## config.mk

```make
export PLATFORM = sky130hd
export DESIGN_NAME = note_voice
export DESIGN_NICKNAME = d
export VERILOG_FILES = /design/src/rtl/note_voice.sv
export SDC_FILE = /design/constraint.sdc
export NUM_CORES = 1
export LEC_CHECK = 0
export ABC_AREA = 1
export CAP_MARGIN = 0
export CELL_PAD_IN_SITES_DETAIL_PLACEMENT = 2
export CELL_PAD_IN_SITES_GLOBAL_PLACEMENT = 2
export CORE_ASPECT_RATIO = 0.7
export CORE_MARGIN = 2
export CORE_UTILIZATION = 32
export CTS_CLUSTER_SIZE = 30
export DETAILED_ROUTE_END_ITERATION = 10
export MAX_ROUTING_LAYER = met4
export PLACE_DENSITY = 0.84
export SETUP_SLACK_MARGIN = 0.5
export SYNTH_ARGS = -nofsm -noshare
export SYNTH_HDL_FRONTEND = slang
export SYNTH_SLANG_ARGS = --single-unit
```

## constraint.sdc

```tcl
create_clock -name clk -period 2.8 [get_ports clk]
set_input_delay 0.84 -clock clk [delete_from_list [all_inputs] [get_ports clk]]
set_output_delay 0.84 -clock clk [all_outputs]
set_load 0.01 [all_outputs]
```

## src/rtl/note_voice.sv

```systemverilog
// note_voice: note/duration driven oscillator sample source for the voice path.
// Emits one sample every SAMPLE_DIV enabled cycles with a one-cycle out_ready
// strobe, and times the note in beats of BEAT_SAMPLES samples, then pulses note_done.
// Optional build macro: NOTE_VOICE_TRIANGLE_EN selects a triangle wave in place
// of the default square wave.
module note_voice #(
    parameter int SAMPLE_DIV   = 10,
    parameter int BEAT_SAMPLES = 48,
    parameter int PHASE_W      = 22,
    parameter int INC_SHIFT    = 10
) (
    input  logic               clk,
    input  logic               reset,
    input  logic               play_enable,
    input  logic               load_new_note,
    input  logic [5:0]         note_to_load,
    input  logic [5:0]         duration_to_load,
    output logic signed [15:0] sample_out,
    output logic               out_ready,
    output logic               note_done,
    output logic               busy
);

    localparam int DIV_W  = $clog2(SAMPLE_DIV);
    localparam int BEAT_W = $clog2(BEAT_SAMPLES + 1);

    typedef enum logic {IDLE, PLAY} state_t;

    state_t              state;
    logic [5:0]          note;
    logic [5:0]          beats_left;
    logic [DIV_W-1:0]    div_cnt;
    logic [BEAT_W-1:0]   beat_cnt;
    logic [PHASE_W-1:0]  phase;
    logic [PHASE_W-1:0]  inc;
    logic signed [15:0]  wave;
    logic                strobe;

    // Increment wraps naturally with the accumulator width.
    assign inc = PHASE_W'(note) << INC_SHIFT;

    // The strobe is registered on the edge where div_cnt steps onto its last
    // value, so out_ready is visible exactly SAMPLE_DIV-1 edges after the load.
    assign strobe = play_enable && (div_cnt == DIV_W'(SAMPLE_DIV - 2));

`ifdef NOTE_VOICE_TRIANGLE_EN
    logic [15:0] tri_p;
    logic [15:0] tri_u;

    // Triangle: fold the upper phase bits on the MSB, then offset to signed.
    always_comb begin
        tri_p = phase[PHASE_W-2 -: 16];
        tri_u = phase[PHASE_W-1] ? ~tri_p : tri_p;
        wave  = (note == 6'd0) ? 16'sd0 : $signed({~tri_u[15], tri_u[14:0]});
    end
`else
    // Square: sign taken from the phase MSB; a rest note is silent.
    always_comb begin
        if (note == 6'd0)
            wave = 16'sd0;
        else if (phase[PHASE_W-1])
            wave = -16'sd32767;
        else
            wave = 16'sd32767;
    end
`endif

    // Control FSM, sample/beat counters and registered outputs.
    always_ff @(posedge clk) begin
        if (reset) begin
            state      <= IDLE;
            note       <= '0;
            beats_left <= '0;
            div_cnt    <= '0;
            beat_cnt   <= '0;
            phase      <= '0;
            sample_out <= '0;
            out_ready  <= 1'b0;
            note_done  <= 1'b0;
            busy       <= 1'b0;
        end else begin
            out_ready <= 1'b0;
            note_done <= 1'b0;
            if (load_new_note) begin
                // Load (or retrigger): old note is dropped without note_done.
                note       <= note_to_load;
                beats_left <= duration_to_load;
                phase      <= '0;
                div_cnt    <= '0;
                beat_cnt   <= '0;
                state      <= PLAY;
                busy       <= 1'b1;
            end else if (state == PLAY) begin
                if (beats_left == 6'd0) begin
                    // Zero-length note: finish immediately, no samples.
                    note_done  <= 1'b1;
                    state      <= IDLE;
                    busy       <= 1'b0;
                    sample_out <= '0;
                end else if (play_enable) begin
                    div_cnt <= (div_cnt == DIV_W'(SAMPLE_DIV - 1)) ? '0 : div_cnt + 1'b1;
                    if (strobe) begin
                        sample_out <= wave;
                        out_ready  <= 1'b1;
                        phase      <= phase + inc;
                        if (beat_cnt == BEAT_W'(BEAT_SAMPLES - 1)) begin
                            beat_cnt   <= '0;
                            beats_left <= beats_left - 1'b1;
                            if (beats_left == 6'd1) begin
                                note_done <= 1'b1;
                                state     <= IDLE;
                                busy      <= 1'b0;
                            end
                        end else begin
                            beat_cnt <= beat_cnt + 1'b1;
                        end
                    end
                end
            end else begin
                sample_out <= '0;
            end
        end
    end

endmodule

```

==> results of run 1 <==
[through the flow]
| stage | instance area [um2] | hold slack, ps | utilization |
|---|---|---|---|
| 3_3_place_gp | 2700 | 460 | 0.392 |
| 5_1_grt | 2830 | 507 | 0.411 |
| 2_1_floorplan | 2330 | 448 | - |
| 6_report | 2830 | 482 | 0.411 |
| 3_5_place_dp | 2700 | 470 | 0.392 |
| 4_1_cts | 2780 | 482 | 0.404 |
[cell type report]
class	instances	share of cell area
inverter	42	0.0557
tap	94	0.0415
timing repair buffer	44	0.151
sequential	41	0.290
clock inverter	2	0.00354
multi-input combinational	234	0.432
clock buffer	6	0.0256
[synth_stat cells, types with 3 or more instances]
cell	instances
nand3_1	15
nor3_1	5
dfxtp_1	41
ha_1	10
nand2_1	82
inv_1	37
nand3b_1	3
clkbuf_1	4
xnor2_1	5
nor2_1	41
nand4_1	6
buf_4	13
nor2_2	4
o21ai_0	20
inv_2	4
a21oi_1	30
[report_power, final]
part	switching (uW)	internal, uW	leakage (uW)
registers	19.7	599	0.000334
clock network	217	173	0.0000450
logic	111	86.1	0.000821
[timing repair]
action	in CTS	in global routing
hold endpoints to repair	0	0
gates resized for setup	1	2
setup endpoints to repair	14	10
buffers inserted	0	4
pin swaps	0	1
[cell families after synthesis]
family / count (synthesis)
buffers and inverters: 61
XOR/XNOR: 5
AO/OA/AOI/OAI: 54
flip-flops: 41
AND/OR/NAND/NOR: 164
adder cells (fa/ha/maj): 11
[worst register-to-register path: stages (launching register included)]
cell,delay (ps)
dfxtp_1,470
ha_1,240
nand3_1,140
nor2_1,300
nand2_1,150
nor2_2,200
nor2_4,80
inv_2,120
nand2_1,80
a21oi_1,130
[worst paths after layout]
path | from | endpoint | slack [ps] | cells after the start
setup reg to reg | beat_cnt[0] | beats_left[3] | 820 | 9
setup / recovery | play_enable | beat_cnt[2] | 580 | 8
hold / removal | sample_out[15] | sample_out[15] | 480 | 2
hold reg to reg | sample_out[15] | sample_out[15] | 480 | 2
[routing by layer]
metal | global-route usage | part of all wire | vias to the layer above
met4 | 0.0439 | 0.0079 | 0
met3 | 0.0308 | 0.026 | 7
met2 | 0.329 | 0.48 | 26
li1 | - | - | 1122
met5 | - | 0 | -
met1 | 0.247 | 0.49 | 1090
[registers in the layout, summed over array words and instances, names as in the netlist]
register / cells
beat_cnt: 6
beats_left: 6
busy: 1
div_cnt: 4
note: 6
note_done: 1
out_ready: 1
phase: 12
sample_out: 3
state: 1
==> results.ini, run 1 <==
[grt]
grt_usage=0.193
grt_pass1_wl_mm=11.7
grt_pass1_vias=2339
antenna_found_initial=0
grt_max_degree=19
gr-total-overflow=0

[routing]
drt-initial-drc-count=75
viasPerCell=4.85
drc=0
detail-route-antenna-nets=0
vias=2245
drt-wirelength-per-cell_um=15.6
wl_mm=7.24
first_pass_iters=4

[finish]
instances_no_fill=463
final_cell_mix=nand2_1, nor2_1, dfxtp_1
drive_gt1_frac=0.0949
nets=395
fillers=828
syn2layout_area_growth_pct=21.7
final_common_cell=nand2_1
multi_input_area_mm2=0.00122
seqCellArea_um2=822
num_antenna_cells=0

[sta]
worstMarginPinSlew_ps=457
maxSlewViolCount=0
period_minus_slack_ps=2220
skew_ps=6.37
slew_headroom=0.692
hold_violations=0
setup_ws_ps=583
fin_tns_setup_ps=0
post-route-period-util=0.792
finalSetupViolations=0
rsz0062_at_grt=yes
fmax_mhz=451

[synth]
async_flop_share=0
yosys.area_share.simple=0.320
synth-edff-count=0
synth-xor-area-share=0.0188
ys_warn_count=0
synth-compound-area-share=0.122
syn_inst=336
synth_seq_cells=41
synth_nets=363
synth_fa_ha_area_frac=0.0624
synth_mux_area_frac=0
synth_cell_types=29
synth_top_cell_area_share=0.353
synth_area_leaders=dfxtp_1, nand2_1, nor2_1
synth_top_family_by_area=simple AND/OR/NAND/NOR gates
avgSynthCellArea_um2=6.93
seq_area_frac_synth=0.353
synth_top_area_cell=dfxtp_1
syn_area_mm2=0.00233
synthFlopType=dfxtp_1

[die]
die-area_mm2=0.00798
ios=35
start_util=0.338
die-width_um=106
rows=25
coreArea_mm2=0.00688
die_h_um=75.4

[clock_network]
cts_buffers=5
cts_tree=done
htreeDepth=2
clockBufferDepth=2
clockRootBuffer=clkbuf_8
insertion_delay_ps=300
clock-sinks=41
holdBufCountCts=0
clkSlewWorstSetupHoldPaths_ps=80

[placement]
place_hpwl_mm=5.30
preCtsSetupSlack_ps=252
routabilityCongestion=0.833
post-place-cells=451
port_buffers=34

[critical_path]
critPathMaxStageDelay_ps=530
worstPathRequired_ps=2980
start_kind=primary input
crit_type=primary input to flop
cp.arrival_ps=2400
worst-path-buf-inv=2
cp-end-kind=flop
path_cells=clkdlybuf4s50_1 -> nand3_2 -> nor2_4 -> inv_2 -> nor2_8 -> nand2_1 -> o21ai_0 -> a21oi_1
cp_slowest_cell=clkdlybuf4s50_1
cp_top_family=buffers and inverters
worstPathMaxFanout=10

[power]
total_leakage_power_uw=0.00120
power_uw=1210
p_per_area_mw_per_mm2=426
ir_drop_v=0.000176

[flow_run]
drv_cap=0

[outcome]
status=complete, no violations

[hold_path]
hold_class=flop to flop

Power figures use the tool's default switching activity.
==> run 2: changes to the inputs <==
CORE_UTILIZATION = 27   (was 32)
PLACE_DENSITY = 0.76   (was 0.84)
clock period = 1.9 ns   (was 2.8 ns; I/O delays follow)
==> run 2 against run 1 <==
Combinational power up 130%. Non-clock buffer count rose by 46. Critical path type is now flop to flop. Sequential cell count unchanged. Cell count grew 12%. Count of clock-buffer cells in the layout decreased by 1. Hold slack got worse by 11 ps. Global-route usage up 2.3 points.
==> results.ini, run 2 (synthesis gave the netlist of run 1 again) <==
[die]
rows=28
die-width_um=115
ios=35
die_h_um=81.7
start_util=0.277
die-area_mm2=0.00939
coreArea_mm2=0.00841

[sta]
maxSlewViolCount=0
rsz0062_at_grt=yes
skew_ps=11.2
worstMarginPinSlew_ps=379
hold_violations=0
fin_tns_setup_ps=0
post-route-period-util=0.839
period_minus_slack_ps=1590
slew_headroom=0.747
fmax_mhz=628
finalSetupViolations=0

[placement]
routabilityCongestion=0.783
port_buffers=34
post-place-cells=475
place_hpwl_mm=5.64

[clock_network]
clkSlewWorstSetupHoldPaths_ps=70
clockBufferDepth=2
clockRootBuffer=clkbuf_16
htreeDepth=2
insertion_delay_ps=290
clock-sinks=41
cts_tree=done
cts_buffers=5

[critical_path]
cp-end-kind=flop
worstPathRequired_ps=2110
r2r_slack_ps=310
crit_type=flop to flop
start_kind=flop
crit_path_start=note[0]
worstPathMaxFanout=2
worstReg2RegStart=note[0]
r2r_cells=8
reg2reg_to=phase[14]
cp.arrival_ps=1810

[grt]
gr-total-overflow=0
grt_max_degree=13
grt_pass1_wl_mm=15.0
grt_usage=0.216
antenna_found_initial=0
grt_pass1_vias=2818

[finish]
largest-register=phase
final_common_cell=nand2_1
nets=442
largest_reg_flops=12
final_cell_mix=nand2_1, buf_4, nor2_1
num_antenna_cells=0
fillers=928
syn2layout_area_growth_pct=62.5
seqCellArea_um2=861
multi_input_area_mm2=0.00162
instances_no_fill=520
drive_gt1_frac=0.470

[power]
ir_drop_v=0.000337
total_leakage_power_uw=0.00161
p_per_area_mw_per_mm2=627

[hold_path]
hold_class=flop to flop
holdPathEnd=sample_out[15]
min_from=sample_out[15]
hold-path-cell-count=2

[routing]
drt-initial-drc-count=82
viasPerCell=5.00
first_pass_iters=4
drc=0
detail-route-antenna-nets=0
drt-wirelength-per-cell_um=21.0
wl_mm=10.9
vias=2599

[outcome]
status=complete, no violations

[flow_run]
drv_cap=0

==> run 2: worst max-delay path by stage <==
stage / endpoint / slack (ps)
finish: phase[14] / 310
floorplan: phase[18] / 440
detailed placement: phase[20] / -250
CTS: phase[18] / 360
global route: phase[18] / 170
global placement: phase[19] / -200
==> run 2: final cells by class <==
| cell class | count | area share |
|---|---|---|
| Multi-Input combinational cell | 235 | 0.429 |
| Sequential cell | 41 | 0.228 |
| Timing Repair Buffer | 90 | 0.218 |
| Inverter | 42 | 0.0477 |
| Tap cell | 105 | 0.0347 |
| Clock buffer | 5 | 0.0331 |
| Clock inverter | 2 | 0.00927 |
==> run 2: report_power, final <==
| group | leakage (uW) | internal, uW | switching, uW |
|---|---|---|---|
| clock network | 0.0000797 | 612 | 381 |
| logic | 0.00118 | 205 | 251 |
| registers | 0.000344 | 883 | 39.0 |
==> run 2: worst max-delay path: stages, from the launching register on <==
cell and delay (ps):
dfxtp_2 340, ha_4 160, fa_2 350, nand3_2 100, nand3_4 80, buf_4 140, buf_6 110, xnor2_2 120
a21oi_1 120
==> run 2: what timing repair did <==
action,in CTS,in global routing
endpoints found under the setup margin,60,51
resized for setup,169,78
pin swaps,35,15
hold buffers,0,0
gates cloned,1,0
setup buffers,23,14
==> run 2: layer usage <==
layer | global-route usage | share of wire
met2 | 0.375 | 0.51
met5 | - | 0
met3 | 0.0384 | 0.029
met1 | 0.250 | 0.43
met4 | 0.0867 | 0.027
==> run 2: through the flow <==
stage	total power, uW	setup WS [ps]	hold slack, ps	utilization	instance area, um2
after CTS	2270	357	461	0.405	3410
after global routing	2470	167	508	0.450	3780
final	2370	307	471	0.450	3780
after global placement	1220	-198	460	0.338	2840
after floorplan	1110	444	452	-	2360
after detailed placement	1230	-246	471	0.338	2840
==> run 3: changes to the inputs <==
CORE_UTILIZATION = 30   (was 27)
PLACE_DENSITY = 0.8   (was 0.76)
clock period = 1.6 ns   (was 1.9 ns; I/O delays follow)
==> run 3 against run 2 <==
The flow now stops in global routing (5_1_grt). Area after synthesis stayed put. Synthesized cell count unchanged.
==> results.ini, run 3 <==
[placement]
place_hpwl_mm=5.83
routabilityCongestion=0.786
place_area_mm2=0.00302
port_buffers=34

[synth]
seq_area_frac_synth=0.353
synth_common_cells=nand2_1, dfxtp_1, nor2_1, inv_1, a21oi_1
synth_most_common_cell=nand2_1
synth_top_cell_area_share=0.353
synth_nets=363
synth_seq_cells=41
synth_area_leaders=dfxtp_1, nand2_1, nor2_1
synthFlopType=dfxtp_1
synth_top_area_cell=dfxtp_1
syn_inst=336
ys_warn_count=0
syn_area_mm2=0.00233
async_flop_share=0
synth-edff-count=0
avgSynthCellArea_um2=6.93
synth_cell_types=29

[clock_network]
holdBufCountCts=0
cts_buffers=5
clockRootBuffer=clkbuf_8
htreeDepth=2
clock-sinks=41
clockBufferDepth=2

[grt]
grt_max_degree=16
antenna_found_initial=0

[die]
ios=35
die-width_um=109
rows=26
start_util=0.314
die_h_um=77.7

[outcome]
stop_stage=global routing (5_1_grt)
tool.error=[ERROR DPL-0033] detailed placement checks failed during check placement.
status=stopped before the end

[sta]
endpoint_type=register data pin
timing.grt.repair.worst_endpoint=phase[18]$_SDFFE_PP0P_/D

[run 3: timing repair]
| item | in CTS |
|---|---|
| setup buffers | 36 |
| gates resized for setup | 144 |
| pin swaps | 38 |
| cloned | 2 |
| endpoints found under the setup margin | 60 |
[run 3: cells by family after synthesis]
logic type,after synthesis,share of synthesized area
xor+xnor,5,0.0188
compound gates,54,0.122
simple gates,164,0.320
flops,41,0.353
fa+ha+maj,11,0.0624
buf+inv,61,0.125
[run 3: through the flow]
stage	cells	setup slack, ps	TNS [ps]	utilization	hold slack [ps]
3_3_place_gp	470	-375	-9910	0.407	455
2_1_floorplan	336	145	0	-	454
4_1_cts	515	52.3	0	0.500	472
3_5_place_dp	470	-462	-11990	0.407	462
==> run 4: changes to the inputs <==
CELL_PAD_IN_SITES_DETAIL_PLACEMENT = default   (was 2)
CELL_PAD_IN_SITES_GLOBAL_PLACEMENT = default   (was 2)
CORE_ASPECT_RATIO = default   (was 0.7)
CORE_UTILIZATION = 20   (was 30)
CTS_CLUSTER_SIZE = default   (was 30)
MAX_ROUTING_LAYER = default   (was met4)
PLACE_DENSITY = default   (was 0.8)
PLACE_DENSITY_LB_ADDON = 0.15   (was default)
SETUP_SLACK_MARGIN = default   (was 0.5)
==> run 4 against run 3 <==
The flow now finishes without violations.
==> results.ini, run 4 (synthesis gave the netlist of run 1 again) <==
[die]
start_util=0.205
die-area_mm2=0.0125
die-width_um=112
die_h_um=112
rows=39
ios=35
coreArea_mm2=0.0114

[finish]
final_common_cell=nand2_1
multi_input_area_mm2=0.00135
largest-register=phase
drive_gt1_frac=0.200
fillers=1246
largest_reg_flops=12
num_antenna_cells=0
nets=417
fin_util=0.285
syn2layout_area_growth_pct=39.4
seqCellArea_um2=826
final_cell_mix=nand2_1, nor2_1, dfxtp_1

[power]
combPwrFrac=0.145
p_per_area_mw_per_mm2=797
p_clk_frac=0.436
ir_drop_v=0.000441
switchingPower_uw=633
total_leakage_power_uw=0.00144
internal_power_uw=1950
power.share.switching=0.245
pwr-share-seq=0.419

[hold_path]
hold_class=flop to flop

[sta]
fin_tns_setup_ps=0
rsz0062_at_grt=yes
maxSlewViolCount=0
worstMarginPinSlew_ps=345
fmax_mhz=652
skew_ps=7.71
post-route-period-util=0.959
period_minus_slack_ps=1530
hold_violations=0
timing.hold.ws_ps=463
finalSetupViolations=0
slew_headroom=0.770

[routing]
first_pass_iters=7
drt-wirelength-per-cell_um=10.6
drc=0
vias=2191
detail-route-antenna-nets=0
drt-initial-drc-count=83
wl_mm=5.67
viasPerCell=4.11

[critical_path]
worstPathRequired_ps=1770
start_kind=flop
cp_slowest_cell=fa_2
crit_type=flop to flop
path_cells=ha_4 -> fa_2 -> nand3_2 -> nand3_2 -> nand2_2 -> nand2_2 -> nand3b_1 -> nand2_1 -> inv_1 -> nor2_1
cp.arrival_ps=1700
cp-end-kind=flop
worstPathMaxFanout=3
critPathMaxStageDelay_ps=360

[clock_network]
cts_buffers=5
cts_tree=done
clkSlewWorstSetupHoldPaths_ps=60
htreeDepth=2
clockBufferDepth=2
clock-sinks=41
clockRootBuffer=clkbuf_16
insertion_delay_ps=280
holdBufCountCts=0

[grt]
grt_usage=0.0961
gr-total-overflow=0
grt_pass1_wl_mm=9.96
grt_pass1_vias=2126
antenna_found_initial=0
grt_max_degree=15

[flow_run]
drv_cap=0

[placement]
port_buffers=34
place_hpwl_mm=4.33
routabilityCongestion=0.779

[outcome]
status=complete, no violations

==> run 4: what timing repair did <==
action                                  4_1_cts  5_1_grt
pin swaps                                     3       10
endpoints found under the setup margin       38       18
setup buffers                                 1        1
cloned                                        1        0
gates resized for setup                      27       25
==> run 4: layer usage <==
layer  GRT usage  part of all wire  vias up
met2       0.163              0.46       35
met4      0.0272             0.014        0
met3      0.0234             0.037        6
met1       0.122              0.48      982
met5           0                 0        -
li1            -                 -     1168
==> run 4: stage by stage <==
step	area, um2	power (uW)	worst slack, ps	instances
global route	3240	2720	-48.2	533
finish	3240	2590	65.4	533
global placement	2940	1470	-366	523
detailed placement	2940	1470	-398	523
floorplan	2330	1310	31.9	336
CTS	3120	2610	1.05	532
==> run 4: worst paths after layout <==
path / cells past startpoint / start / to / slack, ps
setup reg to reg: 10 / phase[10] / phase[18] / 70
hold / removal: 2 / sample_out[0] / sample_out[0] / 460
hold reg to reg: 2 / sample_out[0] / sample_out[0] / 460
setup / recovery: 10 / phase[10] / phase[18] / 70
==> run 4: layout make-up <==
type,count,area share
clock inverters,2,0.0108
flip-flops and latches,41,0.255
clock buffers,5,0.0386
well taps,143,0.0552
multi-input cells,235,0.417
inverters,42,0.0502
repair buffers,65,0.174
==> run 4: critical path, delay by kind of cell (launching register included) <==
| kind | cells | cell delay, ps |
|---|---|---|
| adder cells (fa/ha/maj) | 2 | 520 |
| AND/OR/NAND/NOR | 7 | 520 |
| flip-flops | 1 | 340 |
| buffers and inverters | 1 | 50 |
==> run 4: power groups by stage <==
stage / combinational [uW] / clock (uW) / sequential (uW)
5_1_grt: 426 / 1210 / 1090
3_5_place_dp: 374 / 0 / 1100
4_1_cts: 364 / 1170 / 1080
3_3_place_gp: 374 / 0 / 1100
6_report: 375 / 1130 / 1080
2_1_floorplan: 212 / 0 / 1100
